===== config.mk =====
export PLATFORM = sky130hd
export DESIGN_NAME = local_port
export DESIGN_NICKNAME = d
export VERILOG_FILES = /design/src/rtl/local_port.sv
export SDC_FILE = /design/constraint.sdc
export NUM_CORES = 1
export LEC_CHECK = 0
export ABC_CLOCK_PERIOD_IN_PS = 2850
export CELL_PAD_IN_SITES_DETAIL_PLACEMENT = 1
export CELL_PAD_IN_SITES_GLOBAL_PLACEMENT = 1
export CORE_MARGIN = 5
export CORE_UTILIZATION = 40
export DETAILED_ROUTE_END_ITERATION = 16
export PLACE_DENSITY_LB_ADDON = 0.15
export RECOVER_POWER = 25
export SLEW_MARGIN = 20
export SYNTH_ARGS = -nofsm -noshare
export SYNTH_HDL_FRONTEND = slang
export SYNTH_SLANG_ARGS = --single-unit

===== constraint.sdc =====
create_clock -name clk -period 2.85 [get_ports clk]
set_input_delay 0.285 -clock clk [delete_from_list [all_inputs] [get_ports clk]]
set_output_delay 0.285 -clock clk [all_outputs]
set_load 0.01 [all_outputs]

===== src/rtl/local_port.sv =====
// Local port of a mesh router node: injection FIFO from the local core toward
// the router local input, and a one-stage registered ejection path from the
// router local output back to the core.
//
// Injection flits are queued in a small circular buffer. The head leaves the
// buffer on any cycle where the router has at least one idle link input, so
// the local flit never competes with four simultaneous through-flits.
// Ejection is a plain register stage with no backpressure.
module local_port #(
   parameter int DEPTH = 4,   // 2, 4 or 8
   parameter int FW    = 10   // bit FW-1 is the flit valid bit
) (
   input  logic          clk,
   input  logic          rst_n,
   input  logic [FW-1:0] core_flit,
   input  logic          core_push,
   output logic          core_full,
   input  logic [3:0]    link_v,
   output logic [FW-1:0] lin,
   input  logic [FW-1:0] lout,
   output logic [FW-1:0] ej_flit,
   output logic          ej_valid,
   output logic [3:0]    inj_count,
   output logic [7:0]    drop_cnt
);

   localparam int         PW      = (DEPTH > 1) ? $clog2(DEPTH) : 1;
   localparam logic [3:0] DEPTH_C = 4'(DEPTH);
   localparam logic [FW-1:0] VALID_BIT = {1'b1, {(FW-1){1'b0}}};

   logic [FW-1:0] mem [DEPTH];
   logic [PW-1:0] rd_ptr;
   logic [PW-1:0] wr_ptr;
   logic          fifo_full;
   logic          inj_ok;
   logic          push_ok;
   logic          push_drop;

   function automatic logic [PW-1:0] next_ptr(input logic [PW-1:0] p);
      return (p == PW'(DEPTH - 1)) ? '0 : p + 1'b1;
   endfunction

   // Full is taken from the registered count only, so a same-cycle pop never
   // opens room for a push on a full buffer.
   assign fifo_full = (inj_count == DEPTH_C);
   assign core_full = fifo_full;

   // All four link inputs busy means the router has no slot for local traffic.
   assign inj_ok    = (inj_count != 4'd0) && !(&link_v);
   assign push_ok   = core_push && !fifo_full;
   assign push_drop = core_push && fifo_full;

   // Head flit is presented with its valid bit forced; idle cycles drive zero.
   always_comb begin
      lin = '0;
      if (inj_ok) begin
         lin = mem[rd_ptr] | VALID_BIT;
      end
   end

   // Storage array; contents are meaningless outside the occupied window, so
   // it carries no reset.
   always_ff @(posedge clk) begin
      if (push_ok) begin
         mem[wr_ptr] <= core_flit;
      end
   end

   // Pointers and occupancy; reset empties the queue immediately.
   always_ff @(posedge clk or negedge rst_n) begin
      if (!rst_n) begin
         rd_ptr    <= '0;
         wr_ptr    <= '0;
         inj_count <= 4'd0;
      end else begin
         if (push_ok) begin
            wr_ptr <= next_ptr(wr_ptr);
         end
         if (inj_ok) begin
            rd_ptr <= next_ptr(rd_ptr);
         end
         case ({push_ok, inj_ok})
            2'b10:   inj_count <= inj_count + 4'd1;
            2'b01:   inj_count <= inj_count - 4'd1;
            default: inj_count <= inj_count;
         endcase
      end
   end

   // Refused-push counter, saturating so it never wraps back to a small value.
   always_ff @(posedge clk or negedge rst_n) begin
      if (!rst_n) begin
         drop_cnt <= 8'd0;
      end else if (push_drop && (drop_cnt != 8'hFF)) begin
         drop_cnt <= drop_cnt + 8'd1;
      end
   end

   // Ejection stage: capture valid flits, zero the data on idle cycles.
   always_ff @(posedge clk or negedge rst_n) begin
      if (!rst_n) begin
         ej_valid <= 1'b0;
         ej_flit  <= '0;
      end else begin
         ej_valid <= lout[FW-1];
         ej_flit  <= lout[FW-1] ? lout : '0;
      end
   end

endmodule


==> metrics <==
clock power share=between 20% and 30%; Remaining Overflow, GRT=0; cell area after synthesis=2631 µm²; Rel. slew slack=4.746%; critical path class=reg -> out; Logic pwr share=35.6%; share of the synthesized area in the top cell type=41.08%; Worst Path Max Fanout=7; area of the multi-input gates=834.6 µm²; max_cap viols=0; fin util=54.84%; Mapped Nets=202; Layout area overhead=33.10%; total wire length=5.592 mm; actual slew at the worst max-slew pin=about 1.4 ns; status=finished, final reports clean; post-placement setup slack=between 0.3 and 0.4 ns; Seq pwr share=a little over 40%; Seq cells post-synth=62; Synth Instances=166; nets@finish=270; Avg WL per Cell=between 15 and 20 µm; First DRT Iteration DRCs=36; final hold violation count=0; Crit-path slowest cell=dfrtp_1; # setup viols final=0; Die X=91.11 µm; gr usage total=14.34%; CTS root buf=clkbuf_8; final routed DRC violation total=0; final worst-path cycle share=88.75%; max-slew violations=0; fillers=639; IO Port Bufs=59; Leak=between 1 and 1.5 nW; clk buf depth=2; FP Rows=29; Reg clk slew, reported paths=0.07 ns; initial antenna violation count=0; Post-CTS Hold Fix Bufs=0; core area=~6400 µm²; post-synthesis sequential area ratio=between 60% and 70%; Setup crit start kind=flop; Internal=approximately 0.0022 W; worst setup margin=0.3205 ns; slowest stage delay, CP=about 0.54 ns; first-pass GRT wire length=9.397 mm; hpwl dp=4.077 mm; Worst Path Buf+Inv=2; Sink Count=62; largest net degree at the start of global routing=27; synthesized area per cell=15.85 µm²; CP Capture Type=output pin; CP required=2.57 ns; postcts setup bufs=0; minimum clock period=2.529 ns; leading area contributor after synthesis=edfxtp_1; vias in the first global route=1787; vias per cell=5.101; I/O pins=between 60 and 70; Seq. cell area=1732 µm²; Hold WC Path Type=in -> reg; layout cell share with drive strength beyond 1=between 10% and 20%; Setup Total Neg Slack=0 ns; Synth warnings=0; diode count=0; die area=just over 8000 µm²; Final Skew=0.01147 ns; CTS tree=yes; Post-CTS Resized=0; GP Congestion=0.7571; unrepaired setup endpoints after global routing=no; antenna-violating nets left=0; WP data arrival=2.24 ns; Max Fclk=395.3 MHz; switching power=0.0009903 W; initial core utilization=41.20%; VDD IR-drop max=0.4498 mV; Die Y=91.11 µm; Pre-antenna DRT Iters=3; Net Sw Frac=between 30% and 40%; crit-path leading delay family=buffers and inverters; critical path, cell by cell=buf_4 > mux4_2 > nor2b_1 > clkdlybuf4s50_1; top post-synthesis cells by area=edfxtp_1 41%, dfrtp_1 25%, mux4_2 7.7%, ha_1 4.3%, and2_1 3.1%; CTS buffer count=9; Via Count=1612; Clock Latency Late Sink=0.32 ns; unique cell type count in the Yosys netlist=34; Power Dens Cells=924.2 nW/µm²; Max H-tree Level=3
final cells by class:
class	count	share of cell area (%)
flip-flops and latches	62	49.45
repair buffers	64	17.83
clock inverters	4	1.358
well taps	77	2.751
inverters	6	0.6431
clock buffers	12	4.144
multi-input cells	91	23.83
metal layers:
layer | routed length (µm) | vias up | share of wire, % | GRT usage (%)
met5 | 0 | - | 0 | 0
met4 | 63 | 0 | 1.1 | 5.501
met3 | 338 | 7 | 6.0 | 4.959
met2 | 2885 | 42 | 52 | 24.16
met1 | 2304 | 818 | 41 | 16.83
li1 | - | 745 | - | -
placed cells by master (no fill, tap or decap), types with 3 or more instances in the layout:
cell type and n:
and2_1 13, buf_4 4, clkbuf_1 3, clkbuf_8 10, clkdlybuf4s50_1 53, dfrtp_1 26, dlygate4sd3_1 6, edfxtp_1 36
ha_1 9, inv_1 6, mux4_2 9, nand2_1 3, nand3_1 4, nand4_1 4, nor2_1 4, nor2b_1 10
nor3_1 3, o21ai_0 3, xnor2_1 6, xor2_1 4
worst reg2reg max path, stage by stage (launching register included):
cell	delay [ns]
dfrtp_1	0.49
nor4_1	0.38
a41o_1	0.17
inv_1	0.09
ha_1	0.28
xor2_1	0.18
ha_1	0.19
a21oi_1	0.16
xor2_1	0.17
nor2_1	0.06
xor2_1	0.14
Yosys cell counts:
library cell and count:
nor2_1 4, a21o_1 1, nor4b_4 1, xor2_1 4, nor4b_1 1, mux2_2 2, and2_1 13, a41o_1 1
a2111oi_0 1, and4_1 1, edfxtp_1 36, a21oi_1 2, inv_1 6, dfrtp_1 26, mux2_4 1, nand3_1 4
ha_1 9, and3_1 2, nand3b_1 1, mux4_2 9, nor2b_1 10, buf_2 1, buf_6 1, nand2b_1 1
xnor2_1 6, nand2_1 3, o211ai_4 1, o21ai_0 3, mux2_1 1, buf_4 2, nand4_1 4, nor4_1 2
nor3_1 3, clkbuf_1 3
cell families (layout without fill, tap and decap cells):
logic type,Yosys count,after routing,synth area share (%)
AO/OA/AOI/OAI,9,9,2.758
XOR/XNOR,10,10,3.328
adder cells (fa/ha/maj),9,9,4.280
buffers and inverters,13,86,2.472
flip-flops,62,62,65.81
multiplexers,13,13,9.557
AND/OR/NAND/NOR,50,50,11.79
registers in the layout, summed over array words and instances, names as in the netlist:
register,cells
drop_cnt,8
inj_count,4
ej_flit,10
rd_ptr,2
wr_ptr,2
mem,36
final timing paths:
kind / startpoint / endpoint / slack (ns) / cells after the start
max in group asynchronous: rst_n / drop_cnt[1] / 1.19 / 2
worst min register to register: drop_cnt[6] / drop_cnt[6] / 0.53 / 1
worst max register to register: inj_count[1] / inj_count[2] / 0.41 / 10
worst min-delay path: lout[5] / ej_flit[5] / 0.52 / 2
min in group asynchronous: rst_n / drop_cnt[7] / 0.83 / 2
worst max-delay path: rd_ptr[0] / lin[1] / 0.32 / 4
power by group through the flow:
stage                     sequential (W)  clock, W  combinational [W]
final                            0.00134  0.000743            0.00115
after detailed placement         0.00136         0            0.00118
after CTS                        0.00135  0.000766            0.00119
after floorplan                  0.00130         0           0.000692
after global routing             0.00137  0.000806            0.00126
after global placement           0.00134         0            0.00112
stage by stage:
step,std cells,hold slack [ns],total power [W],instance area [µm²]
floorplan,166,-0.01059,0.001988,2631
global placement,300,0.5069,0.002454,3313
detailed placement,300,0.5157,0.002547,3313
CTS,316,0.3313,0.003299,3506
global route,316,0.4995,0.003436,3502
finish,316,0.5179,0.003237,3502
(Power assumes the default switching activity.)
